### src/rtl/mem_port_arbiter.sv
// mem_port_arbiter
//   Shares one single-port synchronous SRAM between two requesters.
//   Port 0 is the AXI slave's memory interface and port 1 is a background
//   engine. One access is issued per cycle. Grants are round-robin, and a
//   requester may lock the grant across a burst. Read data is steered back
//   to the issuing port through a RD_LATENCY-deep {valid, id} tag pipeline.
//
//   Optional feature macro: MEM_ARB_STARVE_EN
//     When defined, each port has a saturating 8-bit counter of cycles spent
//     requesting without a grant. Once the counter reaches STARVE_LIMIT, that
//     port's request breaks the other port's lock.
//
// Ports
//   aclk, areset                   clock, asynchronous active-high reset
//   rN_req/we/lock                 port N request, write/read, hold grant
//   rN_addr/wdata/wstrb            port N access fields
//   rN_gnt                         port N access accepted this cycle
//   rN_rvalid/rdata                port N read return
//   mem_en/we/addr/wdata/wstrb     SRAM command, driven by the granted port
//   mem_rdata                      SRAM read data, RD_LATENCY cycles after issue
//   arb_owner                      last granted port (reset 1, so port 0 wins first)
//   arb_locked                     lock currently held
module mem_port_arbiter #(
    parameter int ADDR_WIDTH   = 32,
    parameter int DATA_WIDTH   = 32,
    parameter int RD_LATENCY   = 1,
    parameter int STARVE_LIMIT = 8
) (
    input  logic                    aclk,
    input  logic                    areset,
    input  logic                    r0_req,
    input  logic                    r0_we,
    input  logic                    r0_lock,
    input  logic [ADDR_WIDTH-1:0]   r0_addr,
    input  logic [DATA_WIDTH-1:0]   r0_wdata,
    input  logic [DATA_WIDTH/8-1:0] r0_wstrb,
    output logic                    r0_gnt,
    output logic                    r0_rvalid,
    output logic [DATA_WIDTH-1:0]   r0_rdata,
    input  logic                    r1_req,
    input  logic                    r1_we,
    input  logic                    r1_lock,
    input  logic [ADDR_WIDTH-1:0]   r1_addr,
    input  logic [DATA_WIDTH-1:0]   r1_wdata,
    input  logic [DATA_WIDTH/8-1:0] r1_wstrb,
    output logic                    r1_gnt,
    output logic                    r1_rvalid,
    output logic [DATA_WIDTH-1:0]   r1_rdata,
    output logic                    mem_en,
    output logic                    mem_we,
    output logic [ADDR_WIDTH-1:0]   mem_addr,
    output logic [DATA_WIDTH-1:0]   mem_wdata,
    output logic [DATA_WIDTH/8-1:0] mem_wstrb,
    input  logic [DATA_WIDTH-1:0]   mem_rdata,
    output logic                    arb_owner,
    output logic                    arb_locked
);

    if (RD_LATENCY < 1 || RD_LATENCY > 4 || STARVE_LIMIT < 1 || STARVE_LIMIT > 255
        || (DATA_WIDTH % 8) != 0) begin : g_param_check
        $error("mem_port_arbiter: parameter out of range");
    end

    typedef enum logic {UNLOCKED, LOCKED} state_t;

    state_t state, state_next;
    logic   owner, owner_next;
    logic   gnt0, gnt1;
    logic   owner_req, owner_lock, granted_lock;

    logic [RD_LATENCY-1:0] pipe_valid;
    logic [RD_LATENCY-1:0] pipe_id;
    logic [DATA_WIDTH-1:0] rdata0_q, rdata1_q;

`ifdef MEM_ARB_STARVE_EN
    logic [7:0] starve_cnt0, starve_cnt1;
    logic       starve0, starve1;

    assign starve0 = int'(starve_cnt0) >= STARVE_LIMIT;
    assign starve1 = int'(starve_cnt1) >= STARVE_LIMIT;

    always_ff @(posedge aclk or posedge areset) begin
        if (areset) begin
            starve_cnt0 <= '0;
            starve_cnt1 <= '0;
        end else begin
            if (gnt0)
                starve_cnt0 <= '0;
            else if (r0_req && starve_cnt0 != '1)
                starve_cnt0 <= starve_cnt0 + 8'd1;
            if (gnt1)
                starve_cnt1 <= '0;
            else if (r1_req && starve_cnt1 != '1)
                starve_cnt1 <= starve_cnt1 + 8'd1;
        end
    end
`endif

    // State register
    always_ff @(posedge aclk or posedge areset) begin
        if (areset) begin
            state <= UNLOCKED;
            owner <= 1'b1;
        end else begin
            state <= state_next;
            owner <= owner_next;
        end
    end

    // Grant decode. Held at zero during reset so no access escapes while
    // the arbiter state is being cleared.
    always_comb begin
        gnt0 = 1'b0;
        gnt1 = 1'b0;
        if (!areset) begin
            if (state == UNLOCKED) begin
                if (r0_req && r1_req) begin
                    gnt0 = owner;
                    gnt1 = !owner;
                end else begin
                    gnt0 = r0_req;
                    gnt1 = r1_req;
                end
            end else begin
                gnt0 = r0_req && !owner;
                gnt1 = r1_req && owner;
`ifdef MEM_ARB_STARVE_EN
                if (starve0 && r0_req && owner) begin
                    gnt0 = 1'b1;
                    gnt1 = 1'b0;
                end
                if (starve1 && r1_req && !owner) begin
                    gnt1 = 1'b1;
                    gnt0 = 1'b0;
                end
`endif
            end
        end
    end

    assign owner_req    = owner ? r1_req  : r0_req;
    assign owner_lock   = owner ? r1_lock : r0_lock;
    assign granted_lock = gnt1  ? r1_lock : r0_lock;

    // Next state. Any grant (owner access or starvation override) leaves the
    // lock state equal to that access's lock bit.
    always_comb begin
        state_next = state;
        owner_next = owner;
        if (gnt0 || gnt1)
            owner_next = gnt1;
        unique case (state)
            UNLOCKED: begin
                if ((gnt0 || gnt1) && granted_lock)
                    state_next = LOCKED;
            end
            LOCKED: begin
                if (gnt0 || gnt1)
                    state_next = granted_lock ? LOCKED : UNLOCKED;
                else if (!owner_req && !owner_lock)
                    state_next = UNLOCKED;
            end
            default: state_next = UNLOCKED;
        endcase
    end

    // Output decode
    always_comb begin
        mem_en    = gnt0 || gnt1;
        mem_we    = 1'b0;
        mem_addr  = '0;
        mem_wdata = '0;
        mem_wstrb = '0;
        if (gnt0) begin
            mem_we    = r0_we;
            mem_addr  = r0_addr;
            mem_wdata = r0_wdata;
            mem_wstrb = r0_wstrb;
        end else if (gnt1) begin
            mem_we    = r1_we;
            mem_addr  = r1_addr;
            mem_wdata = r1_wdata;
            mem_wstrb = r1_wstrb;
        end
    end

    assign r0_gnt     = gnt0;
    assign r1_gnt     = gnt1;
    assign arb_owner  = owner;
    assign arb_locked = (state == LOCKED);

    // Read tag pipeline: stage 0 is loaded on the issue edge, so the last
    // stage lines up with mem_rdata RD_LATENCY cycles later.
    always_ff @(posedge aclk or posedge areset) begin
        if (areset) begin
            pipe_valid <= '0;
            pipe_id    <= '0;
        end else begin
            pipe_valid[0] <= mem_en && !mem_we;
            pipe_id[0]    <= gnt1;
            for (int unsigned i = 1; i < RD_LATENCY; i++) begin
                pipe_valid[i] <= pipe_valid[i-1];
                pipe_id[i]    <= pipe_id[i-1];
            end
        end
    end

    assign r0_rvalid = pipe_valid[RD_LATENCY-1] && !pipe_id[RD_LATENCY-1];
    assign r1_rvalid = pipe_valid[RD_LATENCY-1] &&  pipe_id[RD_LATENCY-1];

    // Returned data passes straight through in the valid cycle and is then
    // held so each port keeps its last read value.
    always_ff @(posedge aclk or posedge areset) begin
        if (areset) begin
            rdata0_q <= '0;
            rdata1_q <= '0;
        end else begin
            if (r0_rvalid)
                rdata0_q <= mem_rdata;
            if (r1_rvalid)
                rdata1_q <= mem_rdata;
        end
    end

    assign r0_rdata = r0_rvalid ? mem_rdata : rdata0_q;
    assign r1_rdata = r1_rvalid ? mem_rdata : rdata1_q;

endmodule

### config.mk
export PLATFORM = sky130hd
export DESIGN_NAME = mem_port_arbiter
export DESIGN_NICKNAME = d
export VERILOG_FILES = /design/src/rtl/mem_port_arbiter.sv
export SDC_FILE = /design/constraint.sdc
export NUM_CORES = 1
export LEC_CHECK = 0
export CAP_MARGIN = 10
export CORE_AREA = 3 3 123 125
export DETAILED_ROUTE_END_ITERATION = 10
export DIE_AREA = 0 0 126 128
export GPL_ROUTABILITY_DRIVEN = 0
export PLACE_DENSITY = 0.75
export SYNTH_ARGS = -nofsm -noshare
export SYNTH_HDL_FRONTEND = slang
export SYNTH_SLANG_ARGS = --single-unit
### constraint.sdc
create_clock -name aclk -period 2.3 [get_ports aclk]
set_input_delay 0.345 -clock aclk [delete_from_list [all_inputs] [get_ports aclk]]
set_output_delay 0.345 -clock aclk [all_outputs]
set_load 0.005 [all_outputs]
==> metrics.md <==
| Metric | Value |
|---|---|
| Cell Int Power | `5.42 mW` |
| Critical path arrival | `2.11 ns` |
| Fin crit share | `1.07` |
| Initial antenna violation count | `3` |
| FF+latch count, synth | `68` |
| Reg power frac | `0.258` |
| RSZ-0062 raised after global routing | `true` |
| Min Tclk post-route | `2.46 ns` |
| Yosys Warn Count | `0` |
| Largest stage delay, worst path | `0.56 ns` |
| Clk_skew | `0.00642 ns` |
| Synth Cell Area | `3420 um^2` |
| Hold Crit Class | `reg2reg` |
| Average wire per standard cell | `22.2 um` |
| # rows | `43` |
| Cell count after synthesis | `251` |
| DRC violations left | `0` |
| H-tree levels | `3` |
| Combinational fraction of design power | `0.568` |
| # setup viols final | `50` |
| Dpl hpwl | `13.9 mm` |
| CP Cell Sequence | `buf_6, and3b_1, or3_4, buf_12, clkinv_8, buf_4, a22o_4, buf_6` |
| PwrDens | `1010 nW/um^2` |
| Filler cell count | `1,204` |
| Critical path buffer and inverter count | `5` |
| Io pins | `316` |
| DR vias/cell | `4.75` |
| Clock share of power | `0.174` |
| Fmax | `0.407 GHz` |
| DRT Wirelength | `18.1 mm` |
| Sequential cell area fraction in the yosys report | `0.498` |
| Root Driver | `clkbuf_16` |
| Crit Path Category | `reg2out` |
| Failing checks | `negative setup slack` |
| Core area | `14,000 um^2` |
| Syn avg cell area | `13.6 um^2` |
| CP max FO | `6` |
| Clock latency on the worst-skew pair | `0.33 ns` |
| Most frequent CP cell | `buf_6` |
| CTS Sinks | `68` |
| CP endpoint kind | `output port` |
| Worst hold slack | `0.488 ns` |
| Final Hold Fails | `0` |
| Peak supply drop | `0.383 mV` |
| Final worst slack | `-0.159 ns` |
| Worst Tran Pin Value | `0.361 ns` |
| Antenna Nets Post-Route | `0` |
| Met1 wire length | `7.17 mm` |
| Critical path required time | `1.96 ns` |
| Leakage | `3.47 nW` |
| Distinct cell type count after synthesis | `28` |
| Syn Nets | `427` |
| Max-slew violation count | `0` |
| Gr ovfl total | `0` |
| Area Overhead vs Synth | `121%` |
| Hold_buf cts | `0` |
| Share of cells above drive strength 1 | `0.383` |
| Inserted Clock Buffers | `9` |
| Nets | `801` |
| Cell family with most CP delay | `buffers and inverters` |
| CTS tree | `yes` |
| Initial DRC count | `156` |
| Status | `complete, but fails checks` |
| First-pass GRT wire length | `26.1 mm` |
| Number of global-route vias before repair | `4,166` |
| Met3 wire len | `1.36 mm` |
| Clk slew on worst S/H paths | `0.05 ns` |
| First-pass iteration count of the detailed router | `4` |
| Die ar. | `16,100 um^2` |
| Tot Pwr | `7.64 mW` |
| Via count | `3,865` |
| Chip Width | `126 um` |
| Gr usage total | `0.218` |
| Largest net degree at the start of global routing | `69` |
| Crit start category | `flip-flop` |
| Sw power | `2.22 mW` |
| Max_cap viols | `0` |
| Port bufs | `315` |
| Starting Density | `0.245` |
| Max Used Layer | `met4` |
| Die Y | `128 um` |
| Rel. slew slack | `0.760` |
| Slowest cell on crit path | `dfstp_2` |
| Longest Clk Path Bufs | `2` |
| Switch share | `0.290` |
| Met2 WL | `9.13 mm` |
==> logic make-up (layout without fill, tap and decap cells) <==
family	count (synthesis)	after routing	share of synthesized area
AO/OA/AOI/OAI	72	72	0.185
multiplexers	65	65	0.214
other	0	3	0
buffers and inverters	29	408	0.0662
flip-flops	68	68	0.498
AND/OR/NAND/NOR	17	17	0.0369
==> final cells by class <==
class | count | area [um^2] | share of cell area
diodes | 3 | 7.51 | 0.000994
clock buffers | 10 | 229 | 0.0303
clock inverters | 6 | 63.8 | 0.00845
inverters | 8 | 55.1 | 0.00729
multi-input cells | 154 | 1590 | 0.210
flip-flops and latches | 68 | 1710 | 0.226
well taps | 180 | 225 | 0.0298
repair buffers | 380 | 3620 | 0.480
repair inverters | 4 | 57.6 | 0.00762
==> cell usage after synthesis <==
| cell type | number | share of area |
|---|---|---|
| and2b_1 | 1 | 0.0022 |
| mux2_2 | 65 | 0.21 |
| clkinv_2 | 1 | 0.0015 |
| inv_1 | 6 | 0.0066 |
| or2b_1 | 1 | 0.0022 |
| buf_2 | 8 | 0.012 |
| buf_6 | 2 | 0.0066 |
| nand2b_1 | 3 | 0.0055 |
| a22o_1 | 67 | 0.17 |
| clkinv_8 | 1 | 0.0048 |
| a211oi_1 | 1 | 0.0022 |
| a21o_1 | 1 | 0.0022 |
| clkbuf_1 | 1 | 0.0011 |
| nor4_1 | 3 | 0.0055 |
| o221ai_1 | 1 | 0.0026 |
| or4_1 | 1 | 0.0022 |
| or3_4 | 2 | 0.0066 |
| a22o_4 | 1 | 0.0051 |
| dfstp_2 | 1 | 0.0077 |
| a31oi_1 | 1 | 0.0018 |
| buf_1 | 3 | 0.0033 |
| and3b_1 | 1 | 0.0026 |
| or2_2 | 1 | 0.0018 |
| dfrtp_1 | 67 | 0.49 |
| nor3b_2 | 1 | 0.0037 |
| nand2_1 | 2 | 0.0022 |
| and2_4 | 1 | 0.0026 |
| buf_8 | 7 | 0.031 |
==> sequential cells by signal, summed over array words and instances, names as in the netlist <==
name,cells
rdata0_q,32
rdata1_q,32
arb_locked,1
arb_owner,1
pipe_id,1
pipe_valid,1
==> repair_timing <==
action	CTS	global route
setup buffers	16	13
endpoints found under the hold margin	0	0
endpoints found under the setup margin	84	108
resized for setup	302	50
pin swaps	27	34
cloned	8	1
==> per-layer routing <==
metal  vias up  GRT usage
met5         -          0
met1      1908      0.252
met3        28     0.0696
li1       1720          -
met4         0     0.0637
met2       209      0.386
==> power by group through the flow <==
stage	logic [mW]	registers, mW	clock network, mW
CTS	4.33	1.97	1.38
floorplan	1.54	1.93	0
global route	4.63	2.04	1.43
finish	4.34	1.97	1.33
detailed placement	4.10	1.98	0
global placement	4.03	1.95	0
==> path summary, 6_finish.rpt <==
check	slack, ns	end	startpoint	cells past startpoint
max	-0.16	mem_addr[29]	arb_owner$_DFFE_PP1P_	8
min	0.49	rdata0_q[12]$_DFF_PP0_	rdata0_q[12]$_DFF_PP0_	1
max reg2reg	0.42	arb_owner$_DFFE_PP1P_	arb_owner$_DFFE_PP1P_	9
min reg2reg	0.49	rdata0_q[12]$_DFF_PP0_	rdata0_q[12]$_DFF_PP0_	1
max in group asynchronous	1.37	arb_owner$_DFFE_PP1P_	areset	4
min in group asynchronous	0.61	rdata0_q[20]$_DFF_PP0_	areset	4
==> stage by stage <==
stage          setup WS (ns)  utilization  instance area (um^2)  setup TNS [ns]  instances
6_report              -0.159        0.540                  7550           -3.92        813
5_1_grt               -0.192        0.540                  7550           -7.41        813
4_1_cts               -0.216        0.536                  7490           -7.12        801
3_5_place_dp          -0.553        0.499                  6980          -29.96        763
3_3_place_gp          -0.523        0.499                  6980          -29.15        763
2_1_floorplan          0.245            -                  3420               0        251
==> cell usage in the layout, fill, tap and decap left out, drive strengths merged, types with 2 or more instances in the layout <==
cell and n:
a22o 68, buf 132, clkbuf 13, clkdlybuf4s50 234, clkinv 8, clkinvlp 2
dfrtp 67, diode 3, dlygate4sd2 3, dlymetal6s2s 8, inv 7, mux2 65
nand2 2, nand2b 3, nor4 3, or3 2
Power figures use the tool's default switching activity.
